File: src/rtl/ccg_response_analyzer_if.sv
// Stimulus/response bus between the response analyzer and whatever drives and observes it.
// master: controller/CUT side; slave: analyzer side.
interface ccg_response_analyzer_if #(
    parameter int IN_W  = 3,
    parameter int OUT_W = 10
);
    logic             start;
    logic [OUT_W-1:0] golden;
    logic [IN_W-1:0]  stim;
    logic [OUT_W-1:0] resp;
    logic             busy;
    logic             done;
    logic             pass;
    logic [OUT_W-1:0] signature;

    modport master (
        output start, golden, resp,
        input  stim, busy, done, pass, signature
    );

    modport slave (
        input  start, golden, resp,
        output stim, busy, done, pass, signature
    );
endinterface

File: src/rtl/ccg_response_analyzer.sv
// Exhaustive stimulus sweep with MISR response compaction and golden-signature compare.
// Optional run/fail counters are enabled by defining CCG_ANALYZER_CNT_EN.
module ccg_response_analyzer #(
    parameter int               IN_W   = 3,
    parameter int               OUT_W  = 10,
    parameter int               SETTLE = 2,
    parameter logic [OUT_W-1:0] POLY   = 10'h009
) (
    input  logic                   clk,
    input  logic                   rst_n,
    ccg_response_analyzer_if.slave bus
`ifdef CCG_ANALYZER_CNT_EN
    ,
    output logic [15:0]            runs,
    output logic [15:0]            fails
`endif
);

    localparam int SETTLE_EFF = (SETTLE < 1) ? 1 : SETTLE;
    localparam int SCW        = (SETTLE_EFF > 1) ? $clog2(SETTLE_EFF) : 1;
    localparam logic [SCW-1:0]  SETTLE_LAST = SCW'(SETTLE_EFF - 1);
    // One extra bit so the terminal-pattern compare cannot alias on wrap.
    localparam logic [IN_W:0]   PAT_LAST    = (IN_W+1)'((1 << IN_W) - 1);

    typedef enum logic [1:0] {
        ST_IDLE   = 2'd0,
        ST_APPLY  = 2'd1,
        ST_SAMPLE = 2'd2,
        ST_DONE   = 2'd3
    } state_t;

    state_t           state_r;
    state_t           state_s;
    logic [SCW-1:0]   settle_r;
    logic [IN_W:0]    pat_r;
    logic [OUT_W-1:0] sig_r;
    logic [OUT_W-1:0] golden_r;
    logic             pass_r;
    logic             busy_r;
    logic             done_r;
    logic             busy_s;
    logic             done_s;

    function automatic logic [OUT_W-1:0] misr_step(input logic [OUT_W-1:0] cur,
                                                    input logic [OUT_W-1:0] din);
        logic [OUT_W-1:0] fb;
        fb        = cur[OUT_W-1] ? POLY : {OUT_W{1'b0}};
        misr_step = {cur[OUT_W-2:0], 1'b0} ^ fb ^ din;
    endfunction

    // State register.
    always_ff @(posedge clk) begin
        if (!rst_n) begin
            state_r <= ST_IDLE;
        end else begin
            state_r <= state_s;
        end
    end

    // Next-state logic.
    always_comb begin
        state_s = state_r;
        case (state_r)
            ST_IDLE: begin
                if (bus.start) state_s = ST_APPLY;
                else           state_s = ST_IDLE;
            end
            ST_APPLY: begin
                if (settle_r == SETTLE_LAST) state_s = ST_SAMPLE;
                else                         state_s = ST_APPLY;
            end
            ST_SAMPLE: begin
                if (pat_r == PAT_LAST) state_s = ST_DONE;
                else                   state_s = ST_APPLY;
            end
            ST_DONE: state_s = ST_IDLE;
            default: state_s = ST_IDLE;
        endcase
    end

    // Output decode from the upcoming state so busy/done leave a flop.
    always_comb begin
        busy_s = 1'b0;
        done_s = 1'b0;
        case (state_s)
            ST_IDLE:   begin busy_s = 1'b0; done_s = 1'b0; end
            ST_APPLY:  begin busy_s = 1'b1; done_s = 1'b0; end
            ST_SAMPLE: begin busy_s = 1'b1; done_s = 1'b0; end
            ST_DONE:   begin busy_s = 1'b1; done_s = 1'b1; end
            default:   begin busy_s = 1'b0; done_s = 1'b0; end
        endcase
    end

    // Registered status outputs.
    always_ff @(posedge clk) begin
        if (!rst_n) begin
            busy_r <= 1'b0;
            done_r <= 1'b0;
        end else begin
            busy_r <= busy_s;
            done_r <= done_s;
        end
    end

    // Datapath: settle timer, pattern counter, MISR, golden capture, verdict.
    always_ff @(posedge clk) begin
        if (!rst_n) begin
            settle_r <= {SCW{1'b0}};
            pat_r    <= {(IN_W+1){1'b0}};
            sig_r    <= {OUT_W{1'b0}};
            golden_r <= {OUT_W{1'b0}};
            pass_r   <= 1'b0;
        end else begin
            case (state_r)
                ST_IDLE: begin
                    if (bus.start) begin
                        settle_r <= {SCW{1'b0}};
                        pat_r    <= {(IN_W+1){1'b0}};
                        sig_r    <= {OUT_W{1'b0}};
                        golden_r <= bus.golden;
                        pass_r   <= 1'b0;
                    end
                end
                ST_APPLY: begin
                    if (settle_r == SETTLE_LAST) settle_r <= {SCW{1'b0}};
                    else                         settle_r <= settle_r + SCW'(1);
                end
                ST_SAMPLE: begin
                    sig_r <= misr_step(sig_r, bus.resp);
                    // stim parks on the last pattern until the next start.
                    if (pat_r != PAT_LAST) pat_r <= pat_r + (IN_W+1)'(1);
                end
                ST_DONE: begin
                    pass_r <= (sig_r == golden_r);
                end
                default: begin
                    pass_r <= 1'b0;
                end
            endcase
        end
    end

`ifdef CCG_ANALYZER_CNT_EN
    logic [15:0] runs_r;
    logic [15:0] fails_r;

    // Saturating completed-run and failed-run counters.
    always_ff @(posedge clk) begin
        if (!rst_n) begin
            runs_r  <= 16'h0000;
            fails_r <= 16'h0000;
        end else if (state_r == ST_DONE) begin
            if (runs_r != 16'hFFFF) runs_r <= runs_r + 16'd1;
            if ((sig_r != golden_r) && (fails_r != 16'hFFFF)) fails_r <= fails_r + 16'd1;
        end
    end

    assign runs  = runs_r;
    assign fails = fails_r;
`endif

    assign bus.stim      = pat_r[IN_W-1:0];
    assign bus.busy      = busy_r;
    assign bus.done      = done_r;
    assign bus.pass      = pass_r;
    assign bus.signature = sig_r;

endmodule

File: src/flat_wrapper.sv
// flat-port wrapper written by rule: the top's interface ports become plain ports
module ccg_response_analyzer_flat 
#(
    parameter int               IN_W   = 3,
    parameter int               OUT_W  = 10,
    parameter int               SETTLE = 2,
    parameter logic [OUT_W-1:0] POLY   = 10'h009
)
  (clk, rst_n, bus_start, bus_golden, bus_resp, bus_stim, bus_busy, bus_done, bus_pass, bus_signature);
  ccg_response_analyzer_if #(.IN_W(IN_W), .OUT_W(OUT_W)) bus_i ();
  input  logic clk;
  input  logic rst_n;
  input wire logic [$bits(bus_i.start)-1:0] bus_start;
  input wire logic [$bits(bus_i.golden)-1:0] bus_golden;
  input wire logic [$bits(bus_i.resp)-1:0] bus_resp;
  output wire logic [$bits(bus_i.stim)-1:0] bus_stim;
  output wire logic [$bits(bus_i.busy)-1:0] bus_busy;
  output wire logic [$bits(bus_i.done)-1:0] bus_done;
  output wire logic [$bits(bus_i.pass)-1:0] bus_pass;
  output wire logic [$bits(bus_i.signature)-1:0] bus_signature;
  assign bus_i.start = bus_start;
  assign bus_i.golden = bus_golden;
  assign bus_i.resp = bus_resp;
  assign bus_stim = bus_i.stim;
  assign bus_busy = bus_i.busy;
  assign bus_done = bus_i.done;
  assign bus_pass = bus_i.pass;
  assign bus_signature = bus_i.signature;
  ccg_response_analyzer #(.IN_W(IN_W), .OUT_W(OUT_W), .SETTLE(SETTLE), .POLY(POLY)) u_core (.clk(clk), .rst_n(rst_n), .bus(bus_i));
endmodule
File: config.mk
export PLATFORM = sky130hd
export DESIGN_NAME = ccg_response_analyzer_flat
export DESIGN_NICKNAME = d
export VERILOG_FILES = /design/src/rtl/ccg_response_analyzer_if.sv /design/src/rtl/ccg_response_analyzer.sv /design/src/flat_wrapper.sv
export SDC_FILE = /design/constraint.sdc
export NUM_CORES = 1
export LEC_CHECK = 0
export ABC_AREA = 0
export CAP_MARGIN = 20
export CORE_AREA = 3 3 58 60
export CTS_CLUSTER_DIAMETER = 40
export DETAILED_ROUTE_END_ITERATION = 6
export DIE_AREA = 0 0 61 63
export DONT_BUFFER_PORTS = 1
export PLACE_DENSITY = 0.71
export SLEW_MARGIN = 20
export SYNTH_ARGS = -nofsm -noshare
export SYNTH_HDL_FRONTEND = slang
export SYNTH_SLANG_ARGS = --single-unit
File: constraint.sdc
create_clock -name clk -period 4.6 [get_ports clk]
set_clock_uncertainty 0.15 [all_clocks]
set_input_delay 0.92 -clock clk [delete_from_list [all_inputs] [get_ports clk]]
set_output_delay 0.92 -clock clk [all_outputs]
set_load 0.02 [all_outputs]
# Yosys cells after proc, flatten, opt, wreduce, memory -nomap -nowiden
# Cells that the tools add are included.
# classes
bitwise_logic,2
eq_ne,11
addsub,2
n_reduce_logical,12
muxes,16
# op_table
op,count
10-bit one-hot mux with 2 select lines,1
10-bit XOR,2
4-bit two-way mux,3
10-bit equality test,1
10-bit two-way mux,1
"2-bit equality test, second input constant",4
1-bit one-hot mux with 2 select lines,4
2-bit one-hot mux with 4 select lines,1
4-bit one-hot mux with 2 select lines,1
2-bit AND reduction,4
2-bit nonzero test,3
3-bit OR reduction,2
"4-bit by 1-bit adder with 4-bit output, second input constant",1
"2-bit by 1-bit equality test with 1-bit output, second input constant",2
"4-bit by 3-bit equality test with 1-bit output, second input constant",1
2-bit zero test,2
2-bit two-way mux,2
"4-bit by 3-bit != test with 1-bit output, second input constant",1
1-bit two-way mux,3
3-bit AND reduction,1
"2-bit by 1-bit != test with 1-bit output, second input constant",1
"2-bit != test, second input constant",1
"1-bit adder, second input constant",1
# totals
reg_bits,30
out_inout_bits,16
word_cells,51

# Logic depth before layout (Yosys ltp)
# depth
word_depth,6
mapped_depth,5

# Worst setup path after synthesis
# No wires, ideal clock.
# synth_path
kind,input-to-reg
startpoint,input bus_start
endpoint,"register u_core.pass_r, in the netlist u_core.bus.pass"
stages,5
required_ns,4.330
path_buffers,2
slack_ns,2.628
arrival_time_ns,1.702
path_cell_list,or3b_1 clkbuf_1 buf_2 nand4_1 o31ai_2
# synth_via
elab_chain_len,2
# synth_lines
element,line,source
"start, declared",flat_wrapper.sv:13,input wire logic [$bits(bus_i.start)-1:0] bus_start;
2-bit != test (no source line),n/a,
2-bit AND reduction (no source line),n/a,
"end signal, assigned",ccg_response_analyzer.sv:134,pass_r <= (sig_r == golden_r);
"end, declared",ccg_response_analyzer.sv:38,logic pass_r;
# No other way between the ends.
# A chain may end at the register's enable or synchronous reset.

# Worst setup path in the final report
# layout_path
startpoint,"register u_core.sig_r[9], in the netlist u_core.bus.signature[9]"
endpoint,output bus_signature[9]
# layout_lines
element,line,source
"start, declared",ccg_response_analyzer.sv:36,logic [OUT_W-1:0] sig_r;
"start signal, assigned",ccg_response_analyzer.sv:110,sig_r <= {OUT_W{1'b0}};
"start signal, assigned",ccg_response_analyzer.sv:119,sig_r <= {OUT_W{1'b0}};
"start signal, assigned",ccg_response_analyzer.sv:129,"sig_r <= misr_step(sig_r, bus.resp);"
"end, declared",flat_wrapper.sv:20,output wire logic [$bits(bus_i.signature)-1:0] bus_signature;
# No word-level cell between the ends.

==> results.md <==
- Pwr/cell area: 333 mW/mm^2
- CP Launch Point: u_core.bus.signature[9]$_SDFFE_PN0P_
- Worst Setup End Kind: output pin
- Max_slew headroom: 0.392
- Setup CP Type: flop to output pin
- Area growth syn-to-layout: 1.92%
- Top cells by area, synth: dfxtp_1 42%, a21boi_1 7.9%, xor2_1 7.3%
- Num CTS Buffers: 5
- Via density: 5.70
- Post-synth top cells: 30 x dfxtp_1, 24 x nand2_1, 15 x a21boi_1
- DRC: 0
- Hold Buf Count CTS: 0
- Die area: 0.00384 sq mm
- Top Layer Used: met4
- GPL Wtd Cong: 0.763
- Post-Route WL: 2.88 mm
- Final-stage net count: 171
- Crit Path Max Fanout: 5
- Met3 Routed Length: 239 um
- Critical Path End: bus_signature[9]
- Post-synth EDFFs: 0
- Detailed Place HPWL: 2.12 mm
- Synth unique cells: 33
- Chip width: 61 um
- Hold Path Class: flop to flop
- Ys Warns: 0
- Most frequent cell after synthesis: dfxtp_1
- Fraction of the yosys area taken by sequential cells: 0.419
- Die Y: 63 um
- Yosys reg bits: 30
- P_leak: 0.555 nW
- Levels on crit path: 0
- Diodes inserted: 0
- Clk root buf: clkbuf_4
- Final antenna-violating net count: 0
- CTS tree: built
- Syn avg cell area: 9.36 sq um
- Max-cap violation count: 0
- Fraction of layout cells with a size suffix above 1: 0.0743
- Share of the synthesized area in the top cell type: 0.419
- R2R Setup Slk: 2.83 ns
- Async SR Flop Fraction: 0
- Cell Area, Synth: 0.00143 sq mm
- RSZ-0062 raised after global routing: no
- Vias: 1032
- First-pass GRT wire length: 5.08 mm
- Minimum clock period: 2.02 ns
- Overall power: 0.000486 W
- Fin util: 0.490
- Final Hold Vio Count: 0
- Clock Sinks: 30
- Worst-path clk slew: 0.10 ns
- Max Slew Vio Count: 0
- Core area: 0.00298 sq mm
- Met2 Wirelength: 1.32 mm
- Largest net degree at the start of global routing: 31
- Post-CTS Setup Repair Bufs: 0
- H-tree Lvls: 2
- Overflow after GRT: 0
- IO Count: 39
- Synth area leader: dfxtp_1
- Wire length per cell: 15.9 um
- Fmax: 0.496 GHz
- Final hold slack: 0.322 ns
- Post-CTS Resized: 0
- Worst VDD drop: 0.115 mV
- Reg2reg start: u_core.pat_r[0]$_SDFFE_PN0P_
- Antenna violations before repair: 0
- Slew of the pin with the lowest slew margin: 0.910 ns
- CTS max path bufs: 2
- Mapped Nets: 177
- Overall Global Routing Usage: 0.180
- Kind of start point of the critical path: flop
- First-pass DRT Iterations: 4
- Critical path arrival: 0.95 ns
- Port bufs: 0
- Worst skew pair latency: 0.34 ns
- Setup TNS: 0 ns
- # setup viols final: 0
- Top_reg_cell synth: dfxtp_1
- Status: finished clean
- M1 WL: 1.28 mm
- Initial core utilization: 0.481
- Vias in the first global route: 1059
- Site row count: 20
- Worst Path Required: 3.53 ns
- Reg-to-reg endpoint: u_core.pat_r[3]$_SDFFE_PN0P_
- Place WS: 2.42 ns
- DRT iter0 DRCs: 35
- Fin worst setup slack: 2.58 ns
- Gate Count Post-Synth: 153
- Reg2Reg Depth: 4
- Final worst path period share: 0.438
[final cells by class]
cell class | count | area, sq um
Tap cell | 33 | 41.3
Fill cell | 278 | 1520
Sequential cell | 30 | 601
Clock buffer | 7 | 55.1
Clock inverter | 1 | 5.00
Multi-Input combinational cell | 110 | 758
[metrics by stage]
stage          instances  cell area (sq um)
2_1_floorplan        153               1430
3_3_place_gp         173               1400
3_5_place_dp         173               1400
4_1_cts              181               1460
5_1_grt              181               1460
6_report             181               1460
[placed cells by master, fill, tap and decap left out, types with 2 or more instances in the layout]
cell,synthesis,layout
clkbuf_4,0,5
nand2_1,24,24
o21ai_0,2,2
xor2_1,12,12
nor2_1,2,2
or3b_1,2,2
nand3b_1,2,2
dfxtp_1,30,30
o211ai_1,2,2
a21oi_1,2,2
nand3_1,3,3
nor2b_1,10,10
a22oi_1,10,10
nor3_1,2,2
a21boi_1,15,15
xnor2_1,7,7
nand4_1,2,2
[metal layers]
metal	track usage	up-vias
li1	-	510
met1	0.235	484
met2	0.257	33
met3	0.0868	5
met4	0.0569	0
met5	0	-
[worst min-delay path by stage]
stage	start	end	slack, ns	cells after the start
finish	u_core.golden_r[3]$_SDFFE_PN0P_	u_core.golden_r[3]$_SDFFE_PN0P_	0.32	2
global route	u_core.golden_r[3]$_SDFFE_PN0P_	u_core.golden_r[3]$_SDFFE_PN0P_	0.34	2
detailed placement	u_core.golden_r[3]$_SDFFE_PN0P_	u_core.golden_r[3]$_SDFFE_PN0P_	0.31	2
floorplan	u_core.golden_r[2]$_SDFFE_PN0P_	u_core.golden_r[2]$_SDFFE_PN0P_	0.30	2
CTS	u_core.golden_r[3]$_SDFFE_PN0P_	u_core.golden_r[3]$_SDFFE_PN0P_	0.32	2
global placement	u_core.golden_r[9]$_SDFFE_PN0P_	u_core.golden_r[9]$_SDFFE_PN0P_	0.31	2
[flip-flops by register name (all words and copies together) (netlist names)]
| signal | cells |
|---|---|
| u_core.bus.signature | 10 |
| u_core.golden_r | 10 |
| u_core.bus.pass | 1 |
| u_core.bus.busy | 1 |
| u_core.settle_r | 1 |
| u_core.bus.done | 1 |
| u_core.state_r | 2 |
| u_core.pat_r | 4 |
[power by group]
group | switching [W] | internal (W)
registers | 0.0000102 | 0.000269
logic | 0.0000209 | 0.0000189
clock network | 0.0000930 | 0.0000740
total | 0.000124 | 0.000361
[logic make-up (layout without fill, tap and decap cells)]
group                    Yosys count  count (layout)  share of synthesized area
adder cells (fa/ha/maj)            1               1                    0.00873
XOR/XNOR                          20              20                      0.133
buffers and inverters             13               8                     0.0515
AND/OR/NAND/NOR                   56              56                      0.218
flip-flops                        30              30                      0.419
AO/OA/AOI/OAI                     33              33                      0.169
No activity file was read; power rests on OpenSTA's default activity.
